--- src/rtl/fpu_addsub.sv ---
// fpu_addsub: three-stage pipelined floating-point add/subtract with valid/ready flow control.
// Build with FPU_ADDSUB_ROUND_EN defined for round-to-nearest-even; otherwise results are truncated.
module fpu_addsub #(
   parameter int EW = 8,
   parameter int MW = 23
) (
   input  logic           clk,
   input  logic           rst,
   input  logic           in_valid,
   output logic           in_ready,
   input  logic [EW+MW:0] x1,
   input  logic [EW+MW:0] x2,
   input  logic           sub,
   output logic           out_valid,
   input  logic           out_ready,
   output logic [EW+MW:0] y
);
   localparam int W   = 1 + EW + MW;
   localparam int AW  = MW + 4;             // hidden, mantissa, guard, round, sticky
   localparam int LW  = MW + 2;             // leading-one window: hidden, mantissa, guard
   localparam int SHW = $clog2(MW + 4);
   localparam int SEW = $clog2(LW) + 1;
   localparam int CW  = (EW + 1 > SEW) ? EW + 1 : SEW;
   localparam logic [EW-1:0] EMAX = '1;

   logic adv;
   assign adv      = ~out_valid | out_ready;
   assign in_ready = adv;

   // ---------------- stage 1: classify, order by magnitude, align ----------------
   logic          s1, s2e, zero1, zero2, inf1, inf2, x1_big;
   logic [EW-1:0] e1, e2, eb_c, es_c;
   logic [MW-1:0] m1, m2, mb_c, ms_c;
   logic          sb_c, ss_c, spec_c;
   logic [W-1:0]  spec_y_c;
   logic [EW:0]   diff_c;
   logic [SHW-1:0] sh_c;
   logic [2*MW+3:0] shifted_c;
   logic [AW-1:0] big_c, small_c;

   assign {s1, e1, m1} = x1;
   assign s2e   = x2[W-1] ^ sub;
   assign e2    = x2[W-2:MW];
   assign m2    = x2[MW-1:0];
   assign zero1 = (e1 == '0);
   assign zero2 = (e2 == '0);
   assign inf1  = (e1 == EMAX);
   assign inf2  = (e2 == EMAX);

   // NOTE: every always_comb output gets a default first, so no path can infer a latch.
   always_comb begin
      spec_c   = 1'b1;
      spec_y_c = x1;
      if (inf1)                spec_y_c = {s1, EMAX, {MW{1'b0}}};
      else if (inf2)           spec_y_c = {s2e, EMAX, {MW{1'b0}}};
      else if (zero1 && zero2) spec_y_c = {s1 & s2e, {(EW+MW){1'b0}}};
      else if (zero1)          spec_y_c = {s2e, e2, m2};
      else if (zero2)          spec_y_c = x1;
      else                     spec_c   = 1'b0;
   end

   always_comb begin
      x1_big = ({e1, m1} >= {e2, m2});
      sb_c = s2e; ss_c = s1;  eb_c = e2; es_c = e1; mb_c = m2; ms_c = m1;
      if (x1_big) begin
         sb_c = s1; ss_c = s2e; eb_c = e1; es_c = e2; mb_c = m1; ms_c = m2;
      end
      diff_c    = {1'b0, eb_c} - {1'b0, es_c};
      sh_c      = (int'(diff_c) > MW + 3) ? SHW'(MW + 3) : SHW'(diff_c);
      shifted_c = {1'b1, ms_c, {(MW+3){1'b0}}} >> sh_c;
      big_c     = {1'b1, mb_c, 3'b000};
      small_c   = {shifted_c[2*MW+3:MW+1], |shifted_c[MW:0]};
   end

   logic          v1, p1_spec, p1_sb, p1_ss;
   logic [W-1:0]  p1_spec_y;
   logic [EW-1:0] p1_e;
   logic [AW-1:0] p1_big, p1_small;

   // ---------------- stage 2: magnitude add/subtract ----------------
   logic [AW:0]   sum_c;
   logic [AW-1:0] m_c;
   logic [EW:0]   e_c;

   always_comb begin
      sum_c = (p1_sb == p1_ss) ? ({1'b0, p1_big} + {1'b0, p1_small})
                               : ({1'b0, p1_big} - {1'b0, p1_small});
      m_c   = sum_c[AW-1:0];
      e_c   = {1'b0, p1_e};
      if (sum_c[AW]) begin
         m_c = {sum_c[AW:2], sum_c[1] | sum_c[0]};
         e_c = {1'b0, p1_e} + 1'b1;
      end
   end

   logic          v2, p2_spec, p2_sb, p2_ss;
   logic [W-1:0]  p2_spec_y;
   logic [EW:0]   p2_e;
   logic [AW-1:0] p2_m;

   // ---------------- stage 3: normalise, round, pack ----------------
   logic [CW-1:0] se_c, exp_n_c, exp_r_c;
   logic [MW-1:0] frac_c, frac_out_c;
   logic [MW+1:0] rnd_c;
   logic          inc_c;
   logic [W-1:0]  res_c;

   always_comb begin
      se_c = '0;
      for (int i = 0; i < LW; i++)
         if (p2_m[i+2]) se_c = CW'(LW - 1 - i);
   end

   assign frac_c = MW'((p2_m << se_c) >> 3);

`ifdef FPU_ADDSUB_ROUND_EN
   logic [2:0] grs_c;
   assign grs_c = 3'(p2_m << se_c);
   assign inc_c = grs_c[2] & (grs_c[1] | grs_c[0] | frac_c[0]);
`else
   assign inc_c = 1'b0;
`endif

   // A rounding carry out of the hidden bit leaves 1.000..0, one exponent step higher.
   assign rnd_c      = {1'b0, 1'b1, frac_c} + (MW+2)'(inc_c);
   assign frac_out_c = rnd_c[MW+1] ? rnd_c[MW:1] : rnd_c[MW-1:0];
   assign exp_n_c    = CW'(p2_e) - se_c;
   assign exp_r_c    = exp_n_c + CW'(rnd_c[MW+1]);

   always_comb begin
      res_c = {p2_sb, exp_r_c[EW-1:0], frac_out_c};
      if (p2_spec)                  res_c = p2_spec_y;
      else if (p2_m == '0)          res_c = {p2_sb & p2_ss, {(EW+MW){1'b0}}};
      else if (CW'(p2_e) <= se_c)   res_c = {p2_sb, {(EW+MW){1'b0}}};
      else if (exp_r_c >= CW'(EMAX)) res_c = {p2_sb, EMAX, {MW{1'b0}}};
   end

   // NOTE: sequential state uses non-blocking assignments so every stage samples pre-edge values.
   always_ff @(posedge clk) begin
      if (rst) begin
         v1        <= 1'b0;
         v2        <= 1'b0;
         out_valid <= 1'b0;
         y         <= '0;
      end else if (adv) begin
         v1        <= in_valid;
         v2        <= v1;
         out_valid <= v2;
         if (v2) y <= res_c;
      end
   end

   // NOTE: datapath registers are deliberately not reset; the valid bits alone qualify them.
   always_ff @(posedge clk) begin
      if (adv && in_valid) begin
         p1_spec   <= spec_c;
         p1_spec_y <= spec_y_c;
         p1_sb     <= sb_c;
         p1_ss     <= ss_c;
         p1_e      <= eb_c;
         p1_big    <= big_c;
         p1_small  <= small_c;
      end
      if (adv && v1) begin
         p2_spec   <= p1_spec;
         p2_spec_y <= p1_spec_y;
         p2_sb     <= p1_sb;
         p2_ss     <= p1_ss;
         p2_e      <= e_c;
         p2_m      <= m_c;
      end
   end
endmodule

--- config.mk ---
export PLATFORM = sky130hd
export DESIGN_NAME = fpu_addsub
export DESIGN_NICKNAME = d
export VERILOG_FILES = /design/src/rtl/fpu_addsub.sv
export SDC_FILE = /design/constraint.sdc
export NUM_CORES = 1
export LEC_CHECK = 0
export BUFFER_PORTS_ARGS = -buffer_cell sky130_fd_sc_hd__buf_2
export CAP_MARGIN = 20
export CORE_MARGIN = 5
export CORE_UTILIZATION = 50
export CTS_BUF_LIST = sky130_fd_sc_hd__clkbuf_4 sky130_fd_sc_hd__clkbuf_8
export DETAILED_ROUTE_END_ITERATION = 10
export MAX_ROUTING_LAYER = met4
export PLACE_DENSITY = 0.64
export SLEW_MARGIN = 0
export SYNTH_ARGS = -nofsm -noshare
export SYNTH_HDL_FRONTEND = slang
export SYNTH_SLANG_ARGS = --single-unit
--- constraint.sdc ---
create_clock -name clk -period 21.3 [get_ports clk]
set_clock_uncertainty 0.05 [all_clocks]
set_input_delay 3.195 -clock clk [delete_from_list [all_inputs] [get_ports clk]]
set_output_delay 3.195 -clock clk [all_outputs]
set_load 0.01 [all_outputs]
-- Yosys cells after proc, flatten, opt, wreduce, memory -nomap -nowiden
Cells that the tools add are included.
W data, S select, Z words.
- word-level logic and storage cells: 96
- register bits after elaboration: 199
- output and inout bits: 34
- input port bits: 69
- add/sub/neg operators: 5
- eq/ne operators: 3
- magnitude comparators: 4
- reductions and logical operators: 11
- muxes and demuxes: 44
- shift-type cells: 2
- bitwise gates (word level): 6
- operators with widths (kind ; number):
    $mux W9 ; 24
    $mux W32 ; 6
    $mux W31 ; 2
    $shr A50 B5 Y50 ; 1
    $mux W23 ; 2
    $ge A31 B31 Y1 ; 1
    $add A27 B27 Y28 ; 1
    $mux W28 ; 1
    $sub A27 B27 Y28 ; 1
    $logic_not A27 Y1 ; 1
    $shl A27 B9 Y26 ; 1
    $mux W26 ; 1
    $mux W8 ; 3
    $reduce_or A24 Y1 ; 1
    $eq A8 B8 Y1 const B ; 2
    $logic_not A8 Y1 ; 2
    $mux W5 ; 2
    $add A8 B1 Y9 const B ; 1
    $ge A9 B8 Y1 const B ; 1
    $gt A9 B5 Y1 const B ; 1
    $le A9 B9 Y1 ; 1
    $sub A8 B8 Y9 ; 1
    $sub A9 B9 Y9 ; 1
    $reduce_or A4 Y1 ; 1
    other kinds (10) ; 16

-- Logic depth before layout (Yosys ltp)
- word-level depth: 31
- depth in mapped cells: 30
- depth with buffers taken out: 27

-- Worst setup path before layout
Ideal clock, no wire load.
- path type: input to register
- start: input x2[10]
- end: register p1_small[0] (data pin)
- data arrival time: 8.570 ns
- path buffers: 3
- library setup time: 0.278 ns
- stages: 26
- data required time: 20.972 ns
- slack: 12.402 ns
- cell sequence: inv_1 > ha_1 > a21oi_1 > o21ai_1 > a2111o_1 > o21a_1 > buf_6 > nor2_1 > clkbuf_1 > mux2i_1 > ha_1 > nand2_1 > nand2b_1 > o31ai_1 > a311oi_1 > or4_1 > a32oi_2 > nand4_4 > buf_6 > a21boi_1 > or2_4 > mux2_2 > o221a_1 > or4b_1 > nor4_1 > o221ai_1
- longest elaborated chain between the ends: 7
- elaborated cells on any way between the ends: 9
- those cells by class: add/sub (1); order compare (2); shift (1); mux (4); reduce/logical (1)
- ends and longest elaborated chain (item ; RTL line ; RTL):
    start: declaration ; 12 ; input logic [EW+MW:0] x2,
    $ge A31 B31 Y1 ; 63 ; x1_big = ({e1, m1} >= {e2, m2});
    $mux W8 ; 65 ; if (x1_big) begin
    $sub A8 B8 Y9 ; 68 ; diff_c = {1'b0, eb_c} - {1'b0, es_c};
    $gt A9 B5 Y1 ; 69 ; sh_c = (int'(diff_c) > MW + 3) ? SHW'(MW + 3) : SHW'(diff_c);
    $mux W5 ; 69 ;
    $shr A50 B5 Y50 * ; 70 ; shifted_c = {1'b1, ms_c, {(MW+3){1'b0}}} >> sh_c;
    $reduce_or A24 Y1 * ; 72 ; small_c = {shifted_c[2*MW+3:MW+1], |shifted_c[MW:0]};
    net small_c[0] ; 39 ; logic [AW-1:0] big_c, small_c;
    end signal: assignment ; 162 ; p1_small <= small_c;
    end: declaration ; 78 ; logic [AW-1:0] p1_big, p1_small;
The timed path passes the listed nets; every way through them passes the cells marked *.
A chain may end at the register's enable or synchronous reset.

-- Final worst setup path
- start: input x2[28]
- end: register p1_small[0] (data pin)
Same word-level chain as after synthesis.

==> impl_metrics.ini <==
[outcome]
status = complete, no violations

[die]
die_w_um = 182
rows = 62
dieArea_sq_um = 32900
core-area_sq_um = 28900
start_util = 0.510
die_h_um = 182
ios = 103

[synthesis]
synth_area_sq_um = 14700
yosysWarnings = 0
async_flop_share = 0
ys_types = 88
synth_nets = 1840
synth_edf_count = 164
ys.flop_type = edfxtp_1
avgSynthCellArea_sq_um = 8.74
synth-seq-cells = 199
seq_area_frac_synth = 0.382
synthCells = 1683

[final_layout]
areaGrowthSynthToFinish_pct = 8.31
layout.nets = 1886
drive_above_1_share = 0.118
fin_util = 0.552
fill_cells = 2715

[detailed_routing]
dr.pass1.iters = 6
drc = 0
drtIter0Drc = 1489
route.antenna.remaining_nets = 0
wl_per_cell_um = 20.3
vias = 12800
vias_per_cell = 5.99
drt_wl_total_um = 43300

[sta]
final.setup.tns_ns = 0
hold_violations = 0
fmax_mhz = 95.9
layout_min_cycle_time_ns = 10.43
final_max_slew_viol_count = 0
holdWs_ns = 0.375
rsz0062_at_grt = false
worst_pin_slew_ns = 1.04
relSlewSlack = 0.310
setup_violations = 0
finalCritPeriodShare = 0.490

[critical_path]
critical_path_required_ns = 21.47
path_class = input pin to flop
slowest_stage = or2_1
crit_end = p1_small[0]
start_kind = input pin
ff2ff_path_depth = 28
critPathMaxStageDelay_ns = 0.83
cp.arrival_ns = 10.60
reg2reg_from = p2_m[4]
critPathLaunch = x2[28]
endpoint_kind = flop
r2r-end = y[1]
path_max_fanout = 27
rrSetupSlack_ns = 15.47

[placement]
hpwl_um = 33700
globalplace.congestion = 0.993
port-buffer-count = 102

[power_and_ir_drop]
power_mw = 1.17
p_leak_nw = 6.66
p_per_area_nw_per_um2 = 73.5
ir_worst_vdd_uv = 45.2

[cts]
cts_inserted_buffers = 17
cts.clk_slew.worst_paths_ns = 0.11
worstSkewPairLatency_ns = 0.49
cts-root-buf = clkbuf_8
cts_resized = 0
clkSinkCount = 199
cts_tree = built
post_cts_buffers = 0
holdBufCountCts = 0
cts_max_level = 4
cts.path.max_buffers = 2

[global_route]
antenna_found_initial = 4
grt_max_degree = 89
grt_overflow = 0
grt_usage = 0.266
grt_pass1_vias = 11700
grt_pass1_wl_um = 67500

[flow_run]
maxCapViolations = 0

[min_path]
hp-class = flop to flop
## worst min-delay path by stage
stage / start / end / slack, ns / cells after the start
floorplan: p1_spec / p2_spec / 0.35 / 0
global placement: p1_spec_y[11] / p2_spec_y[11] / 0.35 / 0
detailed placement: p1_spec_y[4] / p2_spec_y[4] / 0.35 / 0
CTS: p1_spec_y[4] / p2_spec_y[4] / 0.38 / 0
global route: p1_spec_y[1] / p2_spec_y[1] / 0.38 / 0
finish: p1_spec_y[1] / p2_spec_y[1] / 0.38 / 0
## where the power goes
group / switching, mW / internal (mW)
sequential: 0.0255 / 0.465
combinational: 0.265 / 0.158
clock: 0.146 / 0.111
## placed cells by master, fill, tap and decap left out, types with 13 or more instances in the layout
cell	count
buf_2	102
ha_1	86
o21ai_0	119
nor2_1	137
nand4_1	15
nor2b_1	15
o211ai_1	14
nor3_1	54
xnor2_1	28
a21boi_0	13
nand2_1	225
nand3_1	30
edfxtp_1	164
mux2_2	14
clkbuf_8	17
dfxtp_1	35
a21oi_1	139
or2_2	18
a31oi_1	13
o21bai_1	13
mux2i_1	101
a211oi_1	21
inv_1	97
a22oi_1	15
a21o_1	20
xor2_1	13
buf_4	15
## final cells by class
class / instances / area [sq um] / share of cell area
Antenna cell: 4 / 10.0 / 0.000628
Clock buffer: 18 / 241 / 0.0152
Clock inverter: 14 / 181 / 0.0114
Inverter: 98 / 368 / 0.0231
Multi-Input combinational cell: 1296 / 8400 / 0.527
Sequential cell: 199 / 5630 / 0.353
Tap cell: 384 / 480 / 0.0302
Timing Repair Buffer: 117 / 623 / 0.0391
## per-stage QoR
stage / setup WS [ns] / instances / area (sq um)
CTS: 11.13 / 2126 / 15900
finish: 10.87 / 2130 / 15900
global placement: 10.69 / 2094 / 15500
floorplan: 12.40 / 1683 / 14700
detailed placement: 10.61 / 2094 / 15500
global route: 10.55 / 2130 / 15900
## logic make-up after synthesis
group,Yosys count,synth area share
xor gates and xnor gates,43,0.0256
DFF,199,0.382
adders and majority gates,88,0.0759
and+or+nand+nor,577,0.180
buffers and inverters,188,0.0498
muxes,116,0.0810
AOI/OAI and AO/OA,472,0.205
## state kept, by name, summed over array words and instances (netlist names)
name	count
y	32
p1_big	23
out_valid	1
p1_small	27
p2_spec	1
p1_spec_y	32
p1_ss	1
v2	1
p2_spec_y	32
p1_e	8
p1_sb	1
p1_spec	1
p2_ss	1
v1	1
p2_sb	1
p2_m	27
p2_e	9
## synthesized netlist by cell type (all sizes together), types with 15 or more instances
library cell | instances | area, sq um
buf | 23 | 113
dfxtp | 35 | 701
or2 | 27 | 171
o21ai | 122 | 614
nor2b | 15 | 93.8
a21o | 20 | 150
edfxtp | 164 | 4920
ha | 86 | 1080
nand4 | 16 | 115
nand3 | 30 | 150
nor3 | 54 | 270
nand2 | 226 | 851
a21oi | 139 | 696
a22oi | 15 | 113
a21boi | 18 | 135
xnor2 | 29 | 254
inv | 97 | 364
a211oi | 21 | 158
nor2 | 141 | 542
mux2i | 101 | 1010
clkbuf | 67 | 251
## metal layers
metal	wire length, um	part of all wire	global-route usage	vias to the layer above
li1	-	-	-	6232
met2	18900	0.44	0.394	544
met4	1240	0.029	0.0778	0
met1	20200	0.47	0.380	5901
met5	0	0	-	-
met3	3010	0.070	0.0400	78
## critical path: cells and delay by family
family | cells | cell delay, ns
compound gates | 6 | 1.77
simple gates | 13 | 4.02
mux | 2 | 0.39
fa+ha+maj | 2 | 0.77
buf+inv | 3 | 0.45
Power figures use the tool's default switching activity.
